File: config.mk
export PLATFORM = sky130hd
export DESIGN_NAME = inst_prefetch_ctrl_flat
export DESIGN_NICKNAME = d
export VERILOG_FILES = /design/src/rtl/inst_prefetch_ctrl_pkg.sv /design/src/rtl/inst_prefetch_ctrl_if.sv /design/src/rtl/pf_line_buffer.sv /design/src/rtl/inst_prefetch_ctrl.sv /design/src/flat_wrapper.sv
export SDC_FILE = /design/constraint.sdc
export NUM_CORES = 1
export LEC_CHECK = 0
export ABC_AREA = 1
export CAP_MARGIN = 10
export CORE_AREA = 2 2 228 230
export DETAILED_ROUTE_END_ITERATION = 10
export DIE_AREA = 0 0 230 232
export GPL_TIMING_DRIVEN = 0
export SETUP_SLACK_MARGIN = 0.2
export SYNTH_ARGS = -nofsm -noshare
export SYNTH_HDL_FRONTEND = slang
export SYNTH_SLANG_ARGS = --single-unit
File: constraint.sdc
create_clock -name clk -period 1.5 [get_ports clk]
set_input_delay 0.225 -clock clk [delete_from_list [all_inputs] [get_ports clk]]
set_output_delay 0.225 -clock clk [all_outputs]
set_load 0.05 [all_outputs]
File: src/rtl/inst_prefetch_ctrl_pkg.sv
// Shared RV32I types, the next-line prefetch FSM encoding and line-address helpers.
// Pure declarations: no latency, no flow control.
package rv32i_types;

  typedef logic [31:0]  rv32i_word;
  typedef logic [255:0] rv32i_line;

  typedef enum logic [2:0] {
    IDLE,
    HIT,
    DEMAND,
    RESPOND,
    PF_ISSUE,
    PREFETCH
  } pf_state_t;

  function automatic rv32i_word line_align(rv32i_word a, int unsigned off);
    return (a >> off) << off;
  endfunction

  // Wraps modulo 2^32: the top line's successor is line 0.
  function automatic rv32i_word next_line(rv32i_word a, int unsigned off);
    return ((a >> off) + 32'd1) << off;
  endfunction

endpackage

File: src/rtl/inst_prefetch_ctrl_if.sv
// Line-fill channel: master holds address/read until the slave's one-cycle resp with rdata.
// No buffering; the requester holds read as its own backpressure.
interface inst_prefetch_ctrl_if;
  import rv32i_types::*;

  rv32i_word address;
  logic      read;
  logic      resp;
  rv32i_line rdata;

  modport master (output address, read, input resp, rdata);
  modport slave  (input address, read, output resp, rdata);
endinterface

File: src/rtl/pf_line_buffer.sv
// One-entry prefetch line buffer; tag compare is combinational, all state registered.
// Clear has priority over a line write in the same cycle; rst drops valid synchronously.
module pf_line_buffer
  import rv32i_types::*;
#(
  parameter int TAG_W = 27
) (
  input  logic             clk,
  input  logic             rst,
  input  logic             clr_i,
  input  logic             tag_wr_i,
  input  logic [TAG_W-1:0] tag_i,
  input  logic             line_wr_i,
  input  rv32i_line        line_i,
  input  logic [TAG_W-1:0] lookup_tag_i,
  output logic             hit_o,
  output rv32i_line        line_o
);

  logic             valid_q;
  logic [TAG_W-1:0] tag_q;
  rv32i_line        line_q;

  always_ff @(posedge clk) begin
    if (rst) begin
      valid_q <= 1'b0;
      tag_q   <= '0;
      line_q  <= '0;
    end else begin
      if (clr_i)          valid_q <= 1'b0;
      else if (line_wr_i) valid_q <= 1'b1;
      if (tag_wr_i)  tag_q  <= tag_i;
      if (line_wr_i) line_q <= line_i;
    end
  end

  assign hit_o  = valid_q && (tag_q == lookup_tag_i);
  assign line_o = line_q;

endmodule

File: src/rtl/inst_prefetch_ctrl.sv
// Next-line instruction prefetcher (INST_PREFETCH_EN enables buffer/prefetch); hit 1 cycle, miss pf_resp+1.
// One arbiter transaction at a time; cache and arbiter both hold read until their resp.
module inst_prefetch_ctrl
  import rv32i_types::*;
#(
  parameter int s_offset = 5
) (
  input  logic                clk,
  input  logic                rst,
  inst_prefetch_ctrl_if.slave  inst_pmem,
  inst_prefetch_ctrl_if.master pf
);

  localparam int TAG_W = 32 - s_offset;

  pf_state_t state_q;
  rv32i_word pf_addr_q;
  logic      pf_read_q;
  logic      resp_q;
  rv32i_line rdata_q;
  rv32i_word req_line;

  assign req_line        = line_align(inst_pmem.address, s_offset);
  assign inst_pmem.resp  = resp_q;
  assign inst_pmem.rdata = rdata_q;
  assign pf.read         = pf_read_q;
  assign pf.address      = pf_addr_q;

`ifdef INST_PREFETCH_EN
  rv32i_word req_addr_q;
  rv32i_word pf_next;
  logic      fused_q;
  logic      fused_d;
  logic      buf_hit;
  logic      buf_clr;
  logic      buf_line_wr;
  rv32i_line buf_line;

  assign pf_next = next_line(req_addr_q, s_offset);
  // A demand for the line already in flight rides on that burst instead of a new fetch.
  assign fused_d = fused_q ||
                   (inst_pmem.read && (inst_pmem.address[31:s_offset] == pf_addr_q[31:s_offset]));
  assign buf_clr     = (state_q == PF_ISSUE);
  assign buf_line_wr = (state_q == PREFETCH) && pf.resp && !fused_d;

  pf_line_buffer #(.TAG_W(TAG_W)) u_buf (
    .clk          (clk),
    .rst          (rst),
    .clr_i        (buf_clr),
    .tag_wr_i     (buf_clr),
    .tag_i        (pf_next[31:s_offset]),
    .line_wr_i    (buf_line_wr),
    .line_i       (pf.rdata),
    .lookup_tag_i (inst_pmem.address[31:s_offset]),
    .hit_o        (buf_hit),
    .line_o       (buf_line)
  );
`endif

  always_ff @(posedge clk) begin
    if (rst) begin
      state_q   <= IDLE;
      pf_addr_q <= '0;
      pf_read_q <= 1'b0;
      resp_q    <= 1'b0;
      rdata_q   <= '0;
`ifdef INST_PREFETCH_EN
      req_addr_q <= '0;
      fused_q    <= 1'b0;
`endif
    end else begin
      case (state_q)
        IDLE: begin
          if (inst_pmem.read) begin
`ifdef INST_PREFETCH_EN
            req_addr_q <= req_line;
            if (buf_hit) begin
              resp_q  <= 1'b1;
              rdata_q <= buf_line;
              state_q <= HIT;
            end else
`endif
            begin
              pf_read_q <= 1'b1;
              pf_addr_q <= req_line;
              state_q   <= DEMAND;
            end
          end
        end
        DEMAND: begin
          if (pf.resp) begin
            pf_read_q <= 1'b0;
            rdata_q   <= pf.rdata;
            resp_q    <= 1'b1;
            state_q   <= RESPOND;
          end
        end
        RESPOND: begin
          resp_q <= 1'b0;
`ifdef INST_PREFETCH_EN
          state_q <= PF_ISSUE;
`else
          state_q <= IDLE;
`endif
        end
`ifdef INST_PREFETCH_EN
        HIT: begin
          resp_q  <= 1'b0;
          state_q <= PF_ISSUE;
        end
        PF_ISSUE: begin
          pf_read_q <= 1'b1;
          pf_addr_q <= pf_next;
          fused_q   <= 1'b0;
          state_q   <= PREFETCH;
        end
        PREFETCH: begin
          fused_q <= fused_d;
          if (pf.resp) begin
            pf_read_q <= 1'b0;
            if (fused_d) begin
              rdata_q    <= pf.rdata;
              resp_q     <= 1'b1;
              req_addr_q <= pf_addr_q;
              state_q    <= RESPOND;
            end else begin
              state_q <= IDLE;
            end
          end
        end
`endif
        default: state_q <= IDLE;
      endcase
    end
  end

endmodule

File: src/flat_wrapper.sv
// flat-port wrapper written by rule: the top's interface ports become plain ports
module inst_prefetch_ctrl_flat import rv32i_types::*;
#(
  parameter int s_offset = 5
)
  (clk, rst, inst_pmem_address, inst_pmem_read, inst_pmem_resp, inst_pmem_rdata, pf_address, pf_read, pf_resp, pf_rdata);
  inst_prefetch_ctrl_if inst_pmem_i ();
  inst_prefetch_ctrl_if pf_i ();
  input  logic clk;
  input  logic rst;
  input wire logic [$bits(inst_pmem_i.address)-1:0] inst_pmem_address;
  input wire logic [$bits(inst_pmem_i.read)-1:0] inst_pmem_read;
  output wire logic [$bits(inst_pmem_i.resp)-1:0] inst_pmem_resp;
  output wire logic [$bits(inst_pmem_i.rdata)-1:0] inst_pmem_rdata;
  output wire logic [$bits(pf_i.address)-1:0] pf_address;
  output wire logic [$bits(pf_i.read)-1:0] pf_read;
  input wire logic [$bits(pf_i.resp)-1:0] pf_resp;
  input wire logic [$bits(pf_i.rdata)-1:0] pf_rdata;
  assign inst_pmem_i.address = inst_pmem_address;
  assign inst_pmem_i.read = inst_pmem_read;
  assign inst_pmem_resp = inst_pmem_i.resp;
  assign inst_pmem_rdata = inst_pmem_i.rdata;
  assign pf_address = pf_i.address;
  assign pf_read = pf_i.read;
  assign pf_i.resp = pf_resp;
  assign pf_i.rdata = pf_rdata;
  inst_prefetch_ctrl #(.s_offset(s_offset)) u_core (.clk(clk), .rst(rst), .inst_pmem(inst_pmem_i), .pf(pf_i));
endmodule
==> metrics.txt, run 1 <==
status=finished, final reports clean; slowest stage cell, crit path=dfxtp_1; # IOs=582; Yosys top cell by area=dfxtp_1; Critical Path Max Stage Delay=0.35 ns; Port Buf Inserts=570; Final Slew Violations=0; largest net degree at the start of global routing=12; min Tclk post-route=1.381 ns; crit-path cells=buf_2; Crit. End Element=primary output; Startpoint Class=flip-flop; FP Rows=83; Max-Slew Margin vs Limit=56.25%; area grow syn2layout=58.05%; vias per inst=3.925; initial antenna violation count=4; Synth area leaders=dfxtp_1, nand2_1, nor2_1; WP data required=1.27 ns; clock transition at the registers of the reported paths=0.05 ns; first-pass GRT wire length=69.07 mm; crit path kind=reg2out; Root Driver=clkbuf_16; post-synthesis instance area=11810 um^2; CP Buf/Inv Count=1; CTS max path bufs=3; clock skew=0.01752 ns; Die Footprint=53360 um^2; fmax=0.7239 GHz; Pwr Density=1173 nW/um^2; Tcrit/Tclk final=92.09%; DR pass1 iterations=4; DR vias=12.21k; post-synth top area share=48.65%; Syn Inst Count=1793; post-DP HPWL=35.18 mm; worst vdd ir=0.0009034 V; Worst Path Max Fanout=2; Yosys cell types=15; unrepaired setup endpoints after global routing=true; dpl cells=3047; clock latency at the later pin of the worst-skew pair=0.52 ns; max cap viols=0; GP Congestion=0.9388; Die X=230 um; DR iter-0 viols=433; final cell count without fillers=3111; post-synthesis sequential area ratio=48.65%; Routed WL=45.60 mm; Hold Path Class=in2reg; Post-layout nets=2698; Mean Syn Cell Area=6.587 um^2; Worst-Margin Slew=0.6563 ns; Design Area, Final=18670 um^2; total power=0.02189 W; DRC=0; vias in the first global route=12.19k; remaining global-route overflow=0; DR WL/cell=14.66 um; dpl cell area=18380 um^2; # setup viols final=0; DIE HEIGHT=232 um; H-Tree Depth=2; filler instances=5488; P_leak=9.965 nW; Core Area=50890 um^2; DRT antenna net count=0; synthesized flop and latch total=287; endpoints failing hold=0; GRT Overall Usage=16.57%; clock tree sinks=287; CP arrival=1.16 ns; YS warnings=0; CTS tree=built; Top delay family on crit path=flip-flops; Initial Utilization=23.21%; total CTS buffers=35; share of layout cells above drive strength 1=19.92%
-- kinds of logic (layout without fill, tap and decap cells) --
kind of cell / after synthesis / in the layout / synth area share, %
other cells: 1 / 6 / 0.03175
flops: 287 / 287 / 48.65
simple gates: 1113 / 1113 / 36.26
compound gates: 30 / 30 / 1.271
buf+inv: 362 / 995 / 13.78
-- flip-flops by register name, indices dropped and copies added, names as in the netlist --
name	flops
u_core.inst_pmem.rdata	256
u_core.pf.address	27
u_core.state_q	2
u_core.inst_pmem.resp	1
u_core.pf.read	1
-- Yosys cell counts --
cell type	count
buf_4	12
nand2_1	543
nand3b_1	27
nand3_1	1
dfxtp_1	287
o21ai_0	1
nor2_2	1
inv_1	258
clkbuf_1	22
buf_2	35
a21oi_1	29
nor2_1	541
conb_1	1
buf_6	24
buf_1	11
-- layout by cell type (no fill, tap or decap), drive strengths merged --
master / Yosys / final
clkinv: 0 / 3
diode: 0 / 1
bufinv: 0 / 1
clkbuf: 22 / 121
inv: 258 / 258
conb: 1 / 5
nand3: 1 / 1
a21oi: 29 / 29
o21ai: 1 / 1
clkdlybuf4s50: 0 / 285
buf: 82 / 327
nor2: 542 / 542
nand2: 543 / 543
nand3b: 27 / 27
dfxtp: 287 / 287
-- worst paths after layout --
check | startpoint | end | slack (ns) | depth (start not counted)
setup / recovery | u_core.inst_pmem.rdata[107] | inst_pmem_rdata[107] | 0.12 | 1
hold / removal | inst_pmem_read | u_core.pf.address[31] | 0.12 | 4
setup reg to reg | u_core.state_q[0] | u_core.inst_pmem.rdata[126] | 0.15 | 7
hold reg to reg | u_core.pf.read | u_core.pf.read | 0.46 | 2
-- area by class of cell --
cell class                 count  area [um^2]  share of cell area (%)
antenna                        1        2.502                 0.01341
timing repair buffer         572         4543                   24.34
tap                          680        850.8                   4.558
clock buffer                  57         1071                   5.738
buffer                       104        808.3                   4.330
sequential                   287         5796                   31.05
clock inverter                 4        48.80                  0.2614
inverter                     258        968.4                   5.188
multi-input combinational   1148         4577                   24.52
-- through the flow --
| step | hold slack (ns) | utilization [%] | setup slack [ns] | TNS (ns) |
|---|---|---|---|---|
| after floorplan | 0.2941 | - | 0.3579 | 0 |
| after global placement | 0.4575 | 36.12 | -0.8716 | -118.08 |
| after detailed placement | 0.4607 | 36.12 | -0.9044 | -125.73 |
| after CTS | 0.07890 | 36.65 | 0.01209 | 0 |
| after global routing | 0.1312 | 36.68 | 0.07195 | 0 |
| final | 0.1173 | 36.68 | 0.1186 | 0 |
-- per-layer routing --
layer  wire length, um  track usage, %  part of all wire, %
met1             18640           19.12                   41
met2             21970           28.60                   48
met3              3847           5.661                  8.4
met4              1097           5.565                  2.4
met5                39               0                0.086
-- report_power, final --
group          internal (W)  switching [W]
Sequential          0.00815       0.000288
Combinational       0.00174        0.00339
Clock               0.00504        0.00329
-- timing repair --
| item | CTS | global route |
|---|---|---|
| buffers inserted | 1 | 1 |
| gates resized for setup | 1479 | 180 |
| endpoints found under the setup margin | 570 | 563 |
| hold buffers | 0 | 0 |
| pin swaps | 0 | 1 |
No activity file was read; power rests on OpenSTA's default activity.
==> run 2, diff against run 1 <==
--- a/config.mk
+++ b/config.mk
@@ -6,7 +6,6 @@
 export NUM_CORES = 1
 export LEC_CHECK = 0
 export ABC_AREA = 1
-export CAP_MARGIN = 10
 export CORE_AREA = 2 2 228 230
 export DETAILED_ROUTE_END_ITERATION = 10
 export DIE_AREA = 0 0 230 232
==> results of run 2 <==
Final layout, timing and power as in run 1 (identical DEF).
